==> config.mk <==
export PLATFORM = sky130hd
export DESIGN_NAME = shift_engine
export DESIGN_NICKNAME = d
export VERILOG_FILES = /design/src/rtl/shift_engine_pkg.sv /design/src/rtl/shift_engine_step.sv /design/src/rtl/shift_engine.sv
export SDC_FILE = /design/constraint.sdc
export NUM_CORES = 1
export LEC_CHECK = 0
export BUFFER_PORTS_ARGS = -buffer_cell sky130_fd_sc_hd__buf_2
export CORE_MARGIN = 1.5
export CORE_UTILIZATION = 50
export DETAILED_ROUTE_END_ITERATION = 16
export PLACE_DENSITY = 0.75
export SLEW_MARGIN = 20
export SYNTH_ARGS = -nofsm -noshare
export SYNTH_HDL_FRONTEND = slang
export SYNTH_SLANG_ARGS = --single-unit
==> constraint.sdc <==
create_clock -name clk -period 3.1 [get_ports clk]
set_input_delay 0.155 -clock clk [delete_from_list [all_inputs] [get_ports clk]]
set_output_delay 0.155 -clock clk [all_outputs]
set_load 0.01 [all_outputs]
==> src/rtl/shift_engine_pkg.sv <==
// Shared types for the shift/rotate engine: operation codes and control states.
package shift_engine_pkg;

    typedef enum logic [2:0] {
        OpNop = 3'b000,
        OpBsw = 3'b001,
        OpRal = 3'b010,
        OpRar = 3'b011,
        OpShl = 3'b100,
        OpAsr = 3'b101,
        OpLsr = 3'b110,
        OpRsv = 3'b111
    } op_e;

    typedef enum logic [1:0] {
        StIdle = 2'b00,
        StRun  = 2'b01,
        StDone = 2'b10
    } state_e;

endpackage

==> src/rtl/shift_engine_step.sv <==
// Single-step combinational shift/rotate/swap on L:A (and MQ when SHIFT_ENGINE_MQ_EN is defined).
module shift_step
    import shift_engine_pkg::*;
#(
    parameter int unsigned W = 12
) (
    input  op_e            op,
    input  logic [W-1:0]   a,
    input  logic           l,
`ifdef SHIFT_ENGINE_MQ_EN
    input  logic [W-1:0]   mq,
    output logic [W-1:0]   mq_nxt,
`endif
    output logic [W-1:0]   a_nxt,
    output logic           l_nxt
);

    always_comb begin
        a_nxt = a;
        l_nxt = l;
`ifdef SHIFT_ENGINE_MQ_EN
        mq_nxt = mq;
`endif
        case (op)
            OpBsw: a_nxt = {a[W/2-1:0], a[W-1:W/2]};
            OpRal: {l_nxt, a_nxt} = {a, l};
            OpRar: {a_nxt, l_nxt} = {l, a};
`ifdef SHIFT_ENGINE_MQ_EN
            // Double-length L:A:MQ shifts
            OpShl: {l_nxt, a_nxt, mq_nxt} = {a, mq, 1'b0};
            OpAsr: {a_nxt, mq_nxt, l_nxt} = {a[W-1], a, mq};
            OpLsr: {a_nxt, mq_nxt, l_nxt} = {1'b0, a, mq};
`else
            OpShl: {l_nxt, a_nxt} = {a, 1'b0};
            OpAsr: {a_nxt, l_nxt} = {a[W-1], a};
            OpLsr: {a_nxt, l_nxt} = {1'b0, a};
`endif
            default: begin
            end
        endcase
    end

endmodule

==> src/rtl/shift_engine.sv <==
// Multi-cycle shift/rotate engine with start/busy/done handshake.
// Optional SHIFT_ENGINE_MQ_EN extends SHL/ASR/LSR to the double-length L:A:MQ.
module shift_engine
    import shift_engine_pkg::*;
#(
    parameter int unsigned W  = 12,
    parameter int unsigned CW = 5
) (
    input  logic          clk,
    input  logic          reset_n,
    input  logic          start,
    input  logic [2:0]    op,
    input  logic [CW-1:0] cnt,
    input  logic [W-1:0]  ai,
    input  logic          li,
    input  logic          oe,
`ifdef SHIFT_ENGINE_MQ_EN
    input  logic [W-1:0]  mqi,
    output logic [W-1:0]  mqo,
`endif
    output logic [W-1:0]  ao,
    output logic          lo,
    output logic          busy,
    output logic          done
);

    state_e        state_q, state_d;
    op_e           op_q, op_d, op_in, step_op;
    logic [W-1:0]  a_q, a_d, step_a_in, step_a;
    logic          l_q, l_d, step_l_in, step_l;
    logic [CW-1:0] rem_q, rem_d;
    logic          accept, running;

    assign op_in   = op_e'(op);
    assign running = (state_q == StRun);
    assign accept  = start && !running;

    // Outside RUN the step unit serves the BSW load path on the incoming operand.
    assign step_op   = running ? op_q : OpBsw;
    assign step_a_in = running ? a_q  : ai;
    assign step_l_in = running ? l_q  : li;

`ifdef SHIFT_ENGINE_MQ_EN
    logic [W-1:0] mq_q, mq_d, step_mq;

    shift_step #(.W(W)) u_step (
        .op     (step_op),
        .a      (step_a_in),
        .l      (step_l_in),
        .mq     (mq_q),
        .mq_nxt (step_mq),
        .a_nxt  (step_a),
        .l_nxt  (step_l)
    );

    assign mqo = mq_q;
`else
    shift_step #(.W(W)) u_step (
        .op    (step_op),
        .a     (step_a_in),
        .l     (step_l_in),
        .a_nxt (step_a),
        .l_nxt (step_l)
    );
`endif

    always_comb begin
        state_d = state_q;
        op_d    = op_q;
        a_d     = a_q;
        l_d     = l_q;
        rem_d   = rem_q;
`ifdef SHIFT_ENGINE_MQ_EN
        mq_d    = mq_q;
`endif
        case (state_q)
            StRun: begin
                a_d   = step_a;
                l_d   = step_l;
`ifdef SHIFT_ENGINE_MQ_EN
                mq_d  = step_mq;
`endif
                rem_d = rem_q - CW'(1);
                if (rem_q == CW'(1)) state_d = StDone;
            end
            StDone:  state_d = StIdle;
            default: begin
            end
        endcase

        if (accept) begin
            op_d  = op_in;
            a_d   = ai;
            l_d   = li;
            rem_d = cnt;
`ifdef SHIFT_ENGINE_MQ_EN
            mq_d  = mqi;
`endif
            case (op_in)
                OpBsw: begin
                    a_d     = step_a;
                    state_d = StDone;
                end
                OpRal, OpRar, OpShl, OpAsr, OpLsr:
                    state_d = (cnt == '0) ? StDone : StRun;
                default: state_d = StDone;
            endcase
        end
    end

    always_ff @(posedge clk or negedge reset_n) begin
        if (!reset_n) begin
            state_q <= StIdle;
            op_q    <= OpNop;
            a_q     <= '0;
            l_q     <= 1'b0;
            rem_q   <= '0;
`ifdef SHIFT_ENGINE_MQ_EN
            mq_q    <= '0;
`endif
        end else begin
            state_q <= state_d;
            op_q    <= op_d;
            a_q     <= a_d;
            l_q     <= l_d;
            rem_q   <= rem_d;
`ifdef SHIFT_ENGINE_MQ_EN
            mq_q    <= mq_d;
`endif
        end
    end

    assign ao   = oe ? a_q : '0;
    assign lo   = l_q;
    assign busy = running;
    assign done = (state_q == StDone);

endmodule
### Yosys cells after proc, flatten, opt, wreduce, memory -nomap -nowiden

Cells that the tools add are included.

* mux-type cells: 18
* add/sub/neg operators: 1
* equality and inequality tests: 16
* reductions and logical operators: 9

Operators by type and width (number)
* $pmux W12 S6: 1
* $mux W12: 5
* $eq A3 B3 Y1 const B: 6
* $eq A3 B2 Y1 const B: 4
* $mux W5: 2
* $mux W2: 4
* $eq A3 B1 Y1 const B: 2
* $eq A5 B1 Y1 const B: 1
* $logic_not A5 Y1: 1
* $reduce_or A5 Y1: 1
* $sub A5 B1 Y5 const B: 1
* $pmux W2 S2: 1
* $mux W1: 3
* $mux W3: 1
* $ne A3 B2 Y1 const B: 1
* $reduce_bool A3 Y1: 1
* $reduce_or A3 Y1: 1
* $eq A2 B1 Y1 const B: 1
* $eq A2 B2 Y1 const B: 1
* $pmux W1 S2: 1
* $reduce_and A2 Y1: 1
* $reduce_bool A2 Y1: 1
* $reduce_or A2 Y1: 1
* $logic_and A1 B1 Y1: 1
* $logic_not A1 Y1: 1

* word-level logic and storage cells: 49
* flip-flop bits (word level): 23
* output and inout bits: 15
* bits of input ports: 25

### Longest topological paths before layout

Gate-level depths: netlist (run 1).

* depth in word-level cells: 7
* gate-level depth with buffers: 9
* gate-level depth less buffers: 7

### By module

Synthesis (run 1) repeated with hierarchy kept, for this count alone.

* cell total of the unflattened synthesis: 229
* area, all modules: 2054.5 um^2

Modules (own cells, without submodules)
* shift_engine: area an instance 1512.7 um^2, cells each 168, seq. area each 575.6 um^2, times used 1
* shift_step: area an instance 541.8 um^2, cells each 61, seq. area each 0.0 um^2, times used 1

### Worst setup path before layout (run 1)

OpenSTA, ideal clock, no wires.

* path type: reg2reg
* from: register state_q[1]
* to: register a_q[2]
* clock period less this slack: 1.781 ns
* cell stages (with the launch flop): 8
* arrival time: 1.649 ns
* setup slack: 1.319 ns
* library setup time: 0.132 ns
* buffers on the path: 2
* required time: 2.968 ns
* cells stage by stage: dfrtp_1 -> inv_1 -> ha_1 -> buf_2 -> buf_2 -> mux2_2 -> a221oi_1 -> a21oi_1

* cells in the longest elaborated chain, start to end: 6
* elaborated cells between the ends (all ways): 16
* classes of those cells: 7 x eq/ne; 6 x mux; 3 x reduce/logical

RTL lines
* from (decl): RTL line shift_engine.sv:27 `state_e state_q, state_d;`
* from (signal assigned): RTL line shift_engine.sv:113 `state_q <= StIdle;`
* from (signal assigned): RTL line shift_engine.sv:122 `state_q <= state_d;`
* $eq A2 B1 Y1 (*): RTL line shift_engine.sv:35, shift_engine.sv:76
* $mux W3: RTL line shift_engine.sv:39 `assign step_op = running ? op_q : OpBsw;`
* $eq A3 B3 Y1, or another cell as far along: RTL line shift_engine_step.sv:24 `case (op)`
* $pmux W12 S6: RTL line shift_engine_step.sv:24
* $mux W12 (on tied branches): RTL line shift_engine.sv:76, shift_engine.sv:99
* $mux W12: RTL line shift_engine.sv:91 `if (accept) begin`
* to (signal assigned): RTL line shift_engine.sv:115 `a_q <= '0;`
* to (signal assigned): RTL line shift_engine.sv:124 `a_q <= a_d;`
* to (decl): RTL line shift_engine.sv:29 `logic [W-1:0] a_q, a_d, step_a_in, step_a;`

Mark *: on every way between the ends. The rest lies on a longest branch, timed or not. The select of a mux whose other input is x is not followed.
A chain may end at the register's enable or synchronous reset.

### Worst setup path after layout (run 1)

* from: register state_q[0]
* to: register a_q[0]

Same word-level chain as after synthesis.

==> results of run 1 <==
power by group through the flow:
stage	Sequential, W	Clock, W	Combinational (W)
3_5_place_dp	0.000565	0	0.000785
6_report	0.000559	0.000145	0.000791
4_1_cts	0.000558	0.000146	0.000790
3_3_place_gp	0.000558	0	0.000772
5_1_grt	0.000585	0.000159	0.000878
2_1_floorplan	0.000517	0	0.000642
kinds of logic after synthesis:
logic type / share of synthesized area
compound gates: 0.272
xor+xnor: 0.0197
fa+ha+maj: 0.0352
buf+inv: 0.0711
flops: 0.324
mux: 0.112
simple gates: 0.166
worst register-to-register path, cell delays in order (launching register included):
cell	delay (ns)
dfrtp_1	0.43
ha_1	0.36
buf_4	0.24
a31oi_1	0.73
a41o_1	0.18
a221oi_1	0.05
a21oi_1	0.17
Yosys cell counts (4+ instances only):
cell,number
and2_1,13
a221oi_1,10
ha_1,5
o21ai_0,9
nor2_1,5
buf_2,11
dfrtp_1,23
a22oi_1,11
clkbuf_1,4
mux2_2,15
inv_1,6
nand2_1,10
o22ai_1,12
a21oi_1,17
nor2b_1,6
state kept, by name, summed over array words and instances, names as in the netlist:
signal	cells
a_q	12
state_q	2
lo	1
rem_q	5
op_q	3
cells in the final DEF (no fill, tap or decap), types with 2 or more instances in the layout:
cell | Yosys | final
clkbuf_4 | 0 | 3
nand2_1 | 10 | 10
a221oi_1 | 10 | 10
nand2b_1 | 3 | 3
o22ai_1 | 12 | 12
inv_1 | 6 | 6
buf_4 | 0 | 3
and2_1 | 13 | 13
o21ai_0 | 9 | 8
and3_1 | 2 | 2
a21oi_1 | 17 | 17
xnor2_1 | 3 | 3
dfrtp_1 | 23 | 23
mux2_2 | 15 | 15
mux2i_1 | 3 | 3
nor3_1 | 3 | 2
buf_2 | 11 | 39
a22oi_1 | 11 | 11
ha_1 | 5 | 5
nor2b_1 | 6 | 6
a211oi_1 | 3 | 3
nor2_1 | 5 | 5
nand3_1 | 2 | 2
timing repair:
action,in CTS,in global routing
endpoints found under the hold margin,23,0
hold buffers,1,0
setup endpoints to repair,0,0
metal layers:
layer,share of wire,vias to the layer above,track usage
met2,0.51,55,0.403
li1,-,803,-
met4,0.0071,0,0.0639
met5,0,-,0
met1,0.44,775,0.280
met3,0.052,4,0.0198
cell type report:
class	instances	area [sq um]
Clock buffer	4	26.3
Tap cell	46	57.6
Multi-Input combinational cell	152	1080
Inverter	6	22.5
Sequential cell	23	576
Timing Repair Buffer	43	228
Fill cell	340	1370
metrics by stage:
stage	power, W	worst slack (ns)	area, sq um	utilization	hold slack, ns
finish	0.00150	0.877	1990	0.592	0.0928
global route	0.00162	0.685	1990	0.592	0.0951
CTS	0.00149	0.640	1980	0.590	0.0938
detailed placement	0.00135	0.695	1950	0.579	0.165
global placement	0.00133	0.825	1950	0.579	0.166
floorplan	0.00116	1.32	1780	-	-0.141
how the worst min path moves through the flow:
stage,startpoint,endpoint,slack (ns)
after CTS,op[1],op_q[1],0.09
after global routing,op[1],op_q[1],0.1
after floorplan,reset_n,a_q[0],-0.14
final,op[1],op_q[1],0.09
after global placement,reset_n,a_q[1],0.17
after detailed placement,reset_n,a_q[1],0.17
==> flow_metrics.env, run 1 <==
export IMPL_io_buffers=39
export IMPL_skew_ns=0.00172
export IMPL_switchingPower_w=0.000653
export IMPL_tightest_slew_ns=0.978
export IMPL_routed_via_count=1637
export IMPL_rows=21
export IMPL_rsz0062_at_grt="no"
export IMPL_grt_pass1_vias=1622
export IMPL_wl_per_cell_um=15.3
export IMPL_firstDrtPassIters=4
export IMPL_holdCritPathClass="primary input to register"
export IMPL_grtUsageTotal=0.222
export IMPL_combPwrFrac=0.529
export IMPL_n_antenna_cell=0
export IMPL_dp_cells=269
export IMPL_grt_max_degree=24
export IMPL_cts_buffer_depth=2
export IMPL_final_hold_viol_count=0
export IMPL_vias_per_cell=5.97
export IMPL_setup_tns_ns=0
export IMPL_max_stage_delay_ns=0.73
export IMPL_drt_iter0_drc=72
export IMPL_path_cells="ha_1 > buf_4 > a31oi_1 > a41o_1 > a221oi_1 > a21oi_1"
export IMPL_setup_worst_path_start_class="register"
export IMPL_grt_overflow=0
export IMPL_nets=259
export IMPL_power_density_nw_per_um2=751
export IMPL_p_sw_frac=0.437
export IMPL_drtAntennaViolNets=0
export IMPL_synth_seq_area_share=0.324
export IMPL_cpMaxStageDelayCell="a31oi_1"
export IMPL_async_reset_ff_frac=1.00
export IMPL_syn_area_sq_um=1780
export IMPL_crit_type="register to register"
export IMPL_fin_crit_ns=2.22
export IMPL_r2r_setup_slack_ns=0.88
export IMPL_cts_tree="built"
export IMPL_core_area_sq_um=3360
export IMPL_gp_congestion=0.822
export IMPL_hold_depth=2
export IMPL_crit_arrival_ns=2.47
export IMPL_pwr_share_seq=0.374
export IMPL_clockPowerShare=0.097
export IMPL_crit_end="a_q[0]"
export IMPL_dieArea_sq_um=3920
export IMPL_wl_mm=4.20
export IMPL_die_w_um=62.6
export IMPL_ys_warn_count=0
export IMPL_cts_root_buf="clkbuf_4"
export IMPL_synth_edff_count=0
export IMPL_status="finished, final reports clean"
export IMPL_path_max_fanout=14
export IMPL_drc=0
export IMPL_clock_fmax_ghz=0.450
export IMPL_drive_gt1_frac=0.276
export IMPL_ys_types=43
export IMPL_clk_latency_ns=0.31
export IMPL_finalCritPeriodShare=0.717
export IMPL_yosys_most_used_dff="dfrtp_1"
export IMPL_synth_area_leaders="dfrtp_1 (32%), mux2_2 (9.5%), a221oi_1 (4.9%)"
export IMPL_antenna_found_initial=0
export IMPL_max_slew_margin=0.345
export IMPL_startpoint="state_q[0]"
export IMPL_p_leak_nw=0.839
export IMPL_clk_pin_slew_worst_paths_ns=0.13
export IMPL_ys_ff_latch=23
export IMPL_r2r_cells=6
export IMPL_post_cts_setup_buffers=0
export IMPL_yosys_area_top_type="dfrtp_1"
export IMPL_peakVddDrop_mv=0.422
export IMPL_cp_end_kind="register"
export IMPL_grt_pass1_wl_mm=7.18
export IMPL_netlist_instances=199
export IMPL_finalSetupViolCount=0
export IMPL_synthToLayoutAreaGrowth_pct=12.0
export IMPL_clkSinkCount=23
export IMPL_htree_levels=1
export IMPL_synth_top_area_share=0.324
export IMPL_ios=40
export IMPL_crit_cells=6
export IMPL_cp_data_required_time_ns=3.35
export IMPL_r2r_start="state_q[0]"
export IMPL_start_util=0.528
export IMPL_place_hpwl_mm=3.00
export IMPL_p_int_w=0.000842
export IMPL_syn_area_per_cell_sq_um=8.93
export IMPL_synth_fp_nets=229
export IMPL_final_cell_count_no_fill=274
export IMPL_numCtsBuffers=3
export IMPL_cts_resized=0
export IMPL_timing_rr_end="a_q[0]"
export IMPL_cp_num_buf_inv=1
export IMPL_crit_family="compound AO/OA/AOI/OAI gates"
export IMPL_maxSlewViolCount=0
export IMPL_die_h_um=62.6
export IMPL_maxCapViolCount=0
No activity file was read; power rests on OpenSTA's default activity.
==> run 2, diff against run 1 <==
CORE_UTILIZATION = 49   (was 50)
PLACE_DENSITY = 0.76   (was 0.75)
clock period = 1.81 ns   (was 3.1 ns; I/O delays follow)
==> run 2 against run 1 <==
The run now ends with setup timing left. Design area grew 22%. Total power rose by 110%. Sequential share of layout area decreased by 5.2 points. Highest routed layer unchanged. Combinational power rose to 2.5 times the previous value.
==> flow_metrics.env, run 2 (same netlist as run 1, synthesis figures left out) <==
export IMPL_status="complete, but fails checks"
export IMPL_violations="setup timing"
export IMPL_drc=0
export IMPL_dieArea_sq_um=4000
export IMPL_cpMaxStageDelayCell="a311o_2"
export IMPL_final_cell_mix="buf_2 (39), buf_4 (23), dfrtp_1 (22)"
export IMPL_fillers=233
export IMPL_cts_root_buf="clkbuf_4"
export IMPL_rows=21
export IMPL_p_sw_frac=0.441
export IMPL_grt_max_degree=24
export IMPL_clkSinkCount=23
export IMPL_cts_buffer_depth=2
export IMPL_start_util=0.520
export IMPL_place_hpwl_mm=3.12
export IMPL_holdCritPathClass="primary input to register"
export IMPL_core_area_sq_um=3420
export IMPL_tightest_slew_ns=0.515
export IMPL_setup_ws_ns=-0.00710
export IMPL_max_slew_margin=0.657
export IMPL_grtUsageTotal=0.241
export IMPL_vias_per_cell=6.08
export IMPL_dp_cells=289
export IMPL_fin_hold_ws_ns=0.0229
export IMPL_routed_via_count=1829
export IMPL_setup_worst_path_start_class="register"
export IMPL_pwr_share_seq=0.297
export IMPL_grt_pass1_vias=1669
export IMPL_clk_latency_ns=0.33
export IMPL_p_int_w=0.00177
export IMPL_drtAntennaViolNets=0
export IMPL_top_register="a_q"
export IMPL_grt_pass1_wl_mm=7.79
export IMPL_cts_tree="built"
export IMPL_max_stage_delay_ns=0.46
export IMPL_p_leak_nw=1.02
export IMPL_finalCritPeriodShare=1.00
export IMPL_htree_levels=1
export IMPL_clockPowerShare=0.079
export IMPL_clock_fmax_ghz=0.550
export IMPL_final_common_cell="buf_2"
export IMPL_path_max_fanout=9
export IMPL_antenna_found_initial=0
export IMPL_maxSlewViolCount=0
export IMPL_skew_ns=0.0219
export IMPL_nets=286
export IMPL_switchingPower_w=0.00140
export IMPL_crit_arrival_ns=2.02
export IMPL_maxCapViolCount=0
export IMPL_path_cells="buf_4 > buf_6 > and3_4 > a311o_2 > a22oi_2 > a21oi_1"
export IMPL_io_buffers=39
export IMPL_n_antenna_cell=0
export IMPL_die_h_um=63.2
export IMPL_ios=40
export IMPL_setup_tns_ns=-0.00710
export IMPL_numCtsBuffers=3
export IMPL_grt_overflow=0
export IMPL_wl_mm=5.25
export IMPL_drt_iter0_drc=155
export IMPL_post_route_util=0.711
export IMPL_largestRegisters="a_q: 12 flops, rem_q: 5 flops, op_q: 3 flops"
export IMPL_wl_per_cell_um=17.4
export IMPL_die_w_um=63.2
export IMPL_r2r_setup_slack_ns=-0.007
export IMPL_peakVddDrop_mv=0.818
export IMPL_drive_gt1_frac=0.471
export IMPL_fin_crit_ns=1.82
export IMPL_finalSetupViolCount=1
export IMPL_clk_pin_slew_worst_paths_ns=0.14
export IMPL_final_hold_viol_count=0
export IMPL_power_density_nw_per_um2=1300
export IMPL_rsz0062_at_grt="yes"
export IMPL_combPwrFrac=0.624
export IMPL_gp_congestion=0.874
export IMPL_cp_end_kind="register"
export IMPL_firstDrtPassIters=4
export IMPL_crit_type="register to register"
export IMPL_finalPower_w=0.00317
export IMPL_final_cell_count_no_fill=301
export IMPL_synthToLayoutAreaGrowth_pct=36.8
export IMPL_cp_data_required_time_ns=2.01
export IMPL_largest_register_ffs=12
==> run 2: cell types whose count changed in the layout (fill, tap and decap cells not counted), sizes merged <==
cell,previous run,this run
a311o,1,2
buf,42,68
==> run 2: final cells by class <==
class | instances | area [sq um] | share of cell area
repair buffers | 69 | 458 | 0.188
inverters | 6 | 22.5 | 0.00927
flip-flops and latches | 23 | 577 | 0.237
multi-input cells | 153 | 1290 | 0.530
well taps | 46 | 57.6 | 0.0237
clock buffers | 4 | 26.3 | 0.0108
==> run 2: final timing paths <==
check	from	end	cells after the start
setup / recovery	op_q[1]	a_q[1]	6
hold / removal	li	lo	3
setup reg to reg	op_q[1]	a_q[1]	6
hold reg to reg	a_q[2]	a_q[2]	2
max in group asynchronous	reset_n	a_q[2]	2
min in group asynchronous	reset_n	rem_q[4]	2
==> run 2: per-stage QoR <==
step                worst slack (ns)  area [sq um]
global route                 -0.0635          2430
CTS                         -0.00585          2240
finish                      -0.00710          2430
global placement              -0.116          2110
detailed placement            -0.131          2110
floorplan                     0.0288          1780
==> run 2: critical path, delay by kind of cell, from the launching register on <==
family | cells | cell delay [ns]
AO/OA/AOI/OAI | 3 | 0.77
buffers and inverters | 2 | 0.30
flip-flops | 1 | 0.45
AND/OR/NAND/NOR | 1 | 0.17
==> run 2: timing repair <==
item / in CTS / in global routing
pin swaps: 0 / 9
gates cloned: 0 / 2
hold endpoints to repair: 23 / 0
setup buffers: 1 / 4
hold buffers: 1 / 0
endpoints found under the setup margin: 13 / 14
gates resized for setup: 18 / 34
==> run 2: routing by layer <==
metal / track usage / wire length (um)
met1: 0.347 / 2310
met2: 0.366 / 2480
met3: 0.0554 / 330
met4: 0.0625 / 125
met5: 0 / 0
==> run 2: power groups by stage <==
stage          clock network (W)  logic [W]  registers (W)
4_1_cts                 0.000250    0.00165       0.000927
3_5_place_dp                   0    0.00154       0.000937
6_report                0.000250    0.00198       0.000942
3_3_place_gp                   0    0.00153       0.000929
2_1_floorplan                  0    0.00110       0.000885
5_1_grt                 0.000281    0.00213       0.000975
==> run 3, diff against run 2 <==
CORE_UTILIZATION = 50   (was 49)
PLACE_DENSITY = 0.75   (was 0.76)
clock period = 2.1 ns   (was 1.81 ns; I/O delays follow)
==> run 3 against run 2 <==
The run now ends clean. Final cell count shrank 6.0%. Maximum frequency down 9.5%. Critical path depth grew 1. Largest cell class unchanged. Critical endpoint is now a_q[11]. Flip-flop and latch count unchanged. Critical path type unchanged.
==> flow_metrics.env, run 3 (same netlist as run 1, synthesis figures left out) <==
export IMPL_start_util=0.528
export IMPL_routed_via_count=1699
export IMPL_pre_cts_slack_ns=0.152
export IMPL_clk_pin_slew_worst_paths_ns=0.14
export IMPL_combPwrFrac=0.553
export IMPL_setup_worst_path_start_class="register"
export IMPL_firstDrtPassIters=4
export IMPL_post_route_util=0.616
export IMPL_ios=40
export IMPL_core_area_sq_um=3360
export IMPL_cp_data_required_time_ns=2.30
export IMPL_seqCellArea_sq_um=576
export IMPL_synthToLayoutAreaGrowth_pct=16.7
export IMPL_r2r_start="state_q[1]"
export IMPL_n_antenna_cell=0
export IMPL_p_int_w=0.00130
export IMPL_met2_length_mm=2.14
export IMPL_finalSetupViolCount=0
export IMPL_setup_ws_ns=0.0917
export IMPL_antenna_found_initial=0
export IMPL_placed_area_sq_um=2020
export IMPL_clk_latency_ns=0.32
export IMPL_finalCritPeriodShare=0.956
export IMPL_hold_depth=2
export IMPL_wl_per_cell_um=15.3
export IMPL_drive_gt1_frac=0.321
export IMPL_grt_overflow=0
export IMPL_switchingPower_w=0.000992
export IMPL_dieArea_sq_um=3920
export IMPL_multi_input_area_sq_um=1090
export IMPL_maxCapViolCount=0
export IMPL_final_common_cell="buf_2"
export IMPL_numCtsBuffers=3
export IMPL_holdCritPathClass="primary input to register"
export IMPL_drtAntennaViolNets=0
export IMPL_wl_mm=4.34
export IMPL_min_to="op_q[1]"
export IMPL_grt_max_degree=24
export IMPL_stdcell_area_sq_um=2070
export IMPL_r2r_setup_slack_ns=0.09
export IMPL_rsz0062_at_grt="no"
export IMPL_final_cell_count_no_fill=283
export IMPL_timing_rr_end="a_q[11]"
export IMPL_clkSinkCount=23
export IMPL_max_slew_margin=0.515
export IMPL_fillers=336
export IMPL_largest_register_ffs=12
export IMPL_largestRegisters="a_q: 12 flops, rem_q: 5 flops, op_q: 3 flops"
export IMPL_cts_root_buf="clkbuf_4"
export IMPL_grt_pass1_wl_mm=7.20
export IMPL_dr_max_layer_used="met4"
export IMPL_drc=0
export IMPL_post_cts_setup_buffers=0
export IMPL_status="finished, final reports clean"
export IMPL_maxSlewViolCount=0
export IMPL_dp_cells=278
export IMPL_grtUsageTotal=0.226
export IMPL_cp_end_kind="register"
export IMPL_drt_iter0_drc=75
export IMPL_wl_met1_mm=1.96
export IMPL_crit_type="register to register"
export IMPL_place_hpwl_mm=3.15
export IMPL_peakVddDrop_mv=0.608
export IMPL_io_buffers=39
export IMPL_nets=268
export IMPL_p_leak_nw=0.888
export IMPL_p_sw_frac=0.434
export IMPL_fin_hold_ws_ns=0.0321
export IMPL_met3_length_um=180
export IMPL_top_register="a_q"
export IMPL_die_h_um=62.6
export IMPL_final_hold_viol_count=0
export IMPL_crit_arrival_ns=2.21
export IMPL_pwr_share_seq=0.352
export IMPL_grt_pass1_vias=1590
export IMPL_die_w_um=62.6
export IMPL_hp_start="op[1]"
export IMPL_rows=21
export IMPL_clock_fmax_ghz=0.498
export IMPL_tightest_slew_ns=0.724
export IMPL_final_cell_mix="buf_2 (39), dfrtp_1 (23), a21oi_1 (17)"
export IMPL_fin_crit_ns=2.01
export IMPL_power_density_nw_per_um2=1100
export IMPL_clockPowerShare=0.095
export IMPL_cts_buffer_depth=2
export IMPL_skew_ns=0.00399
export IMPL_vias_per_cell=6.00
export IMPL_htree_levels=1
export IMPL_gp_congestion=0.899
export IMPL_r2r_cells=7
export IMPL_cts_tree="built"
export IMPL_path_max_fanout=14
-- run 3: cell types whose count changed in the layout (fill, tap and decap cells not counted), sizes merged --
cell	change
a311o	-1
buf	-17
clkbuf	-1
clkinv	+1
-- run 3: cell type report --
cell class              instances  share of cell area
well taps                      46              0.0278
flip-flops and latches         23               0.278
inverters                       6              0.0109
clock buffers                   3              0.0109
clock inverters                 1             0.00241
repair buffers                 52               0.142
multi-input cells             152               0.528
-- run 3: critical path: stages, from the launching register on --
cell	delay (ns)
dfrtp_1	0.43
inv_1	0.08
ha_1	0.17
buf_4	0.25
mux2_2	0.41
a22o_1	0.21
a211oi_1	0.19
o22ai_1	0.15
-- run 3: how the worst max path moves through the flow --
stage / slack [ns] / from / cells past startpoint / to
after floorplan: 0.32 / state_q[1] / 7 / a_q[2]
after global placement: -0.02 / state_q[1] / 7 / a_q[10]
after detailed placement: 0.15 / state_q[1] / 7 / state_q[1]
after CTS: 0.12 / state_q[1] / 7 / state_q[1]
after global routing: 0.003 / state_q[1] / 9 / a_q[8]
final: 0.09 / state_q[1] / 7 / a_q[11]
-- run 3: power groups by stage --
stage               clock network (W)  logic (W)  registers, W
floorplan                           0   0.000947      0.000763
global placement                    0    0.00122      0.000804
detailed placement                  0    0.00124      0.000813
CTS                          0.000220    0.00125      0.000804
global route                 0.000242    0.00140      0.000844
finish                       0.000217    0.00127      0.000806
-- run 3: repair_timing --
action                                 CTS  global route
endpoints found under the hold margin   23             0
hold buffers                             1             0
setup endpoints to repair                0             3
gates resized for setup                  0             3
-- run 3: metal layers --
| metal | vias up | GRT usage |
|---|---|---|
| met5 | - | 0 |
| met1 | 820 | 0.296 |
| li1 | 823 | - |
| met4 | 0 | 0.0889 |
| met2 | 48 | 0.384 |
| met3 | 8 | 0.0234 |
-- run 3: through the flow --
| step | power [W] | setup TNS, ns |
|---|---|---|
| after floorplan | 0.00171 | 0 |
| after global placement | 0.00203 | -0.0254 |
| after detailed placement | 0.00205 | 0 |
| after CTS | 0.00227 | 0 |
| after global routing | 0.00248 | 0 |
| final | 0.00229 | 0 |
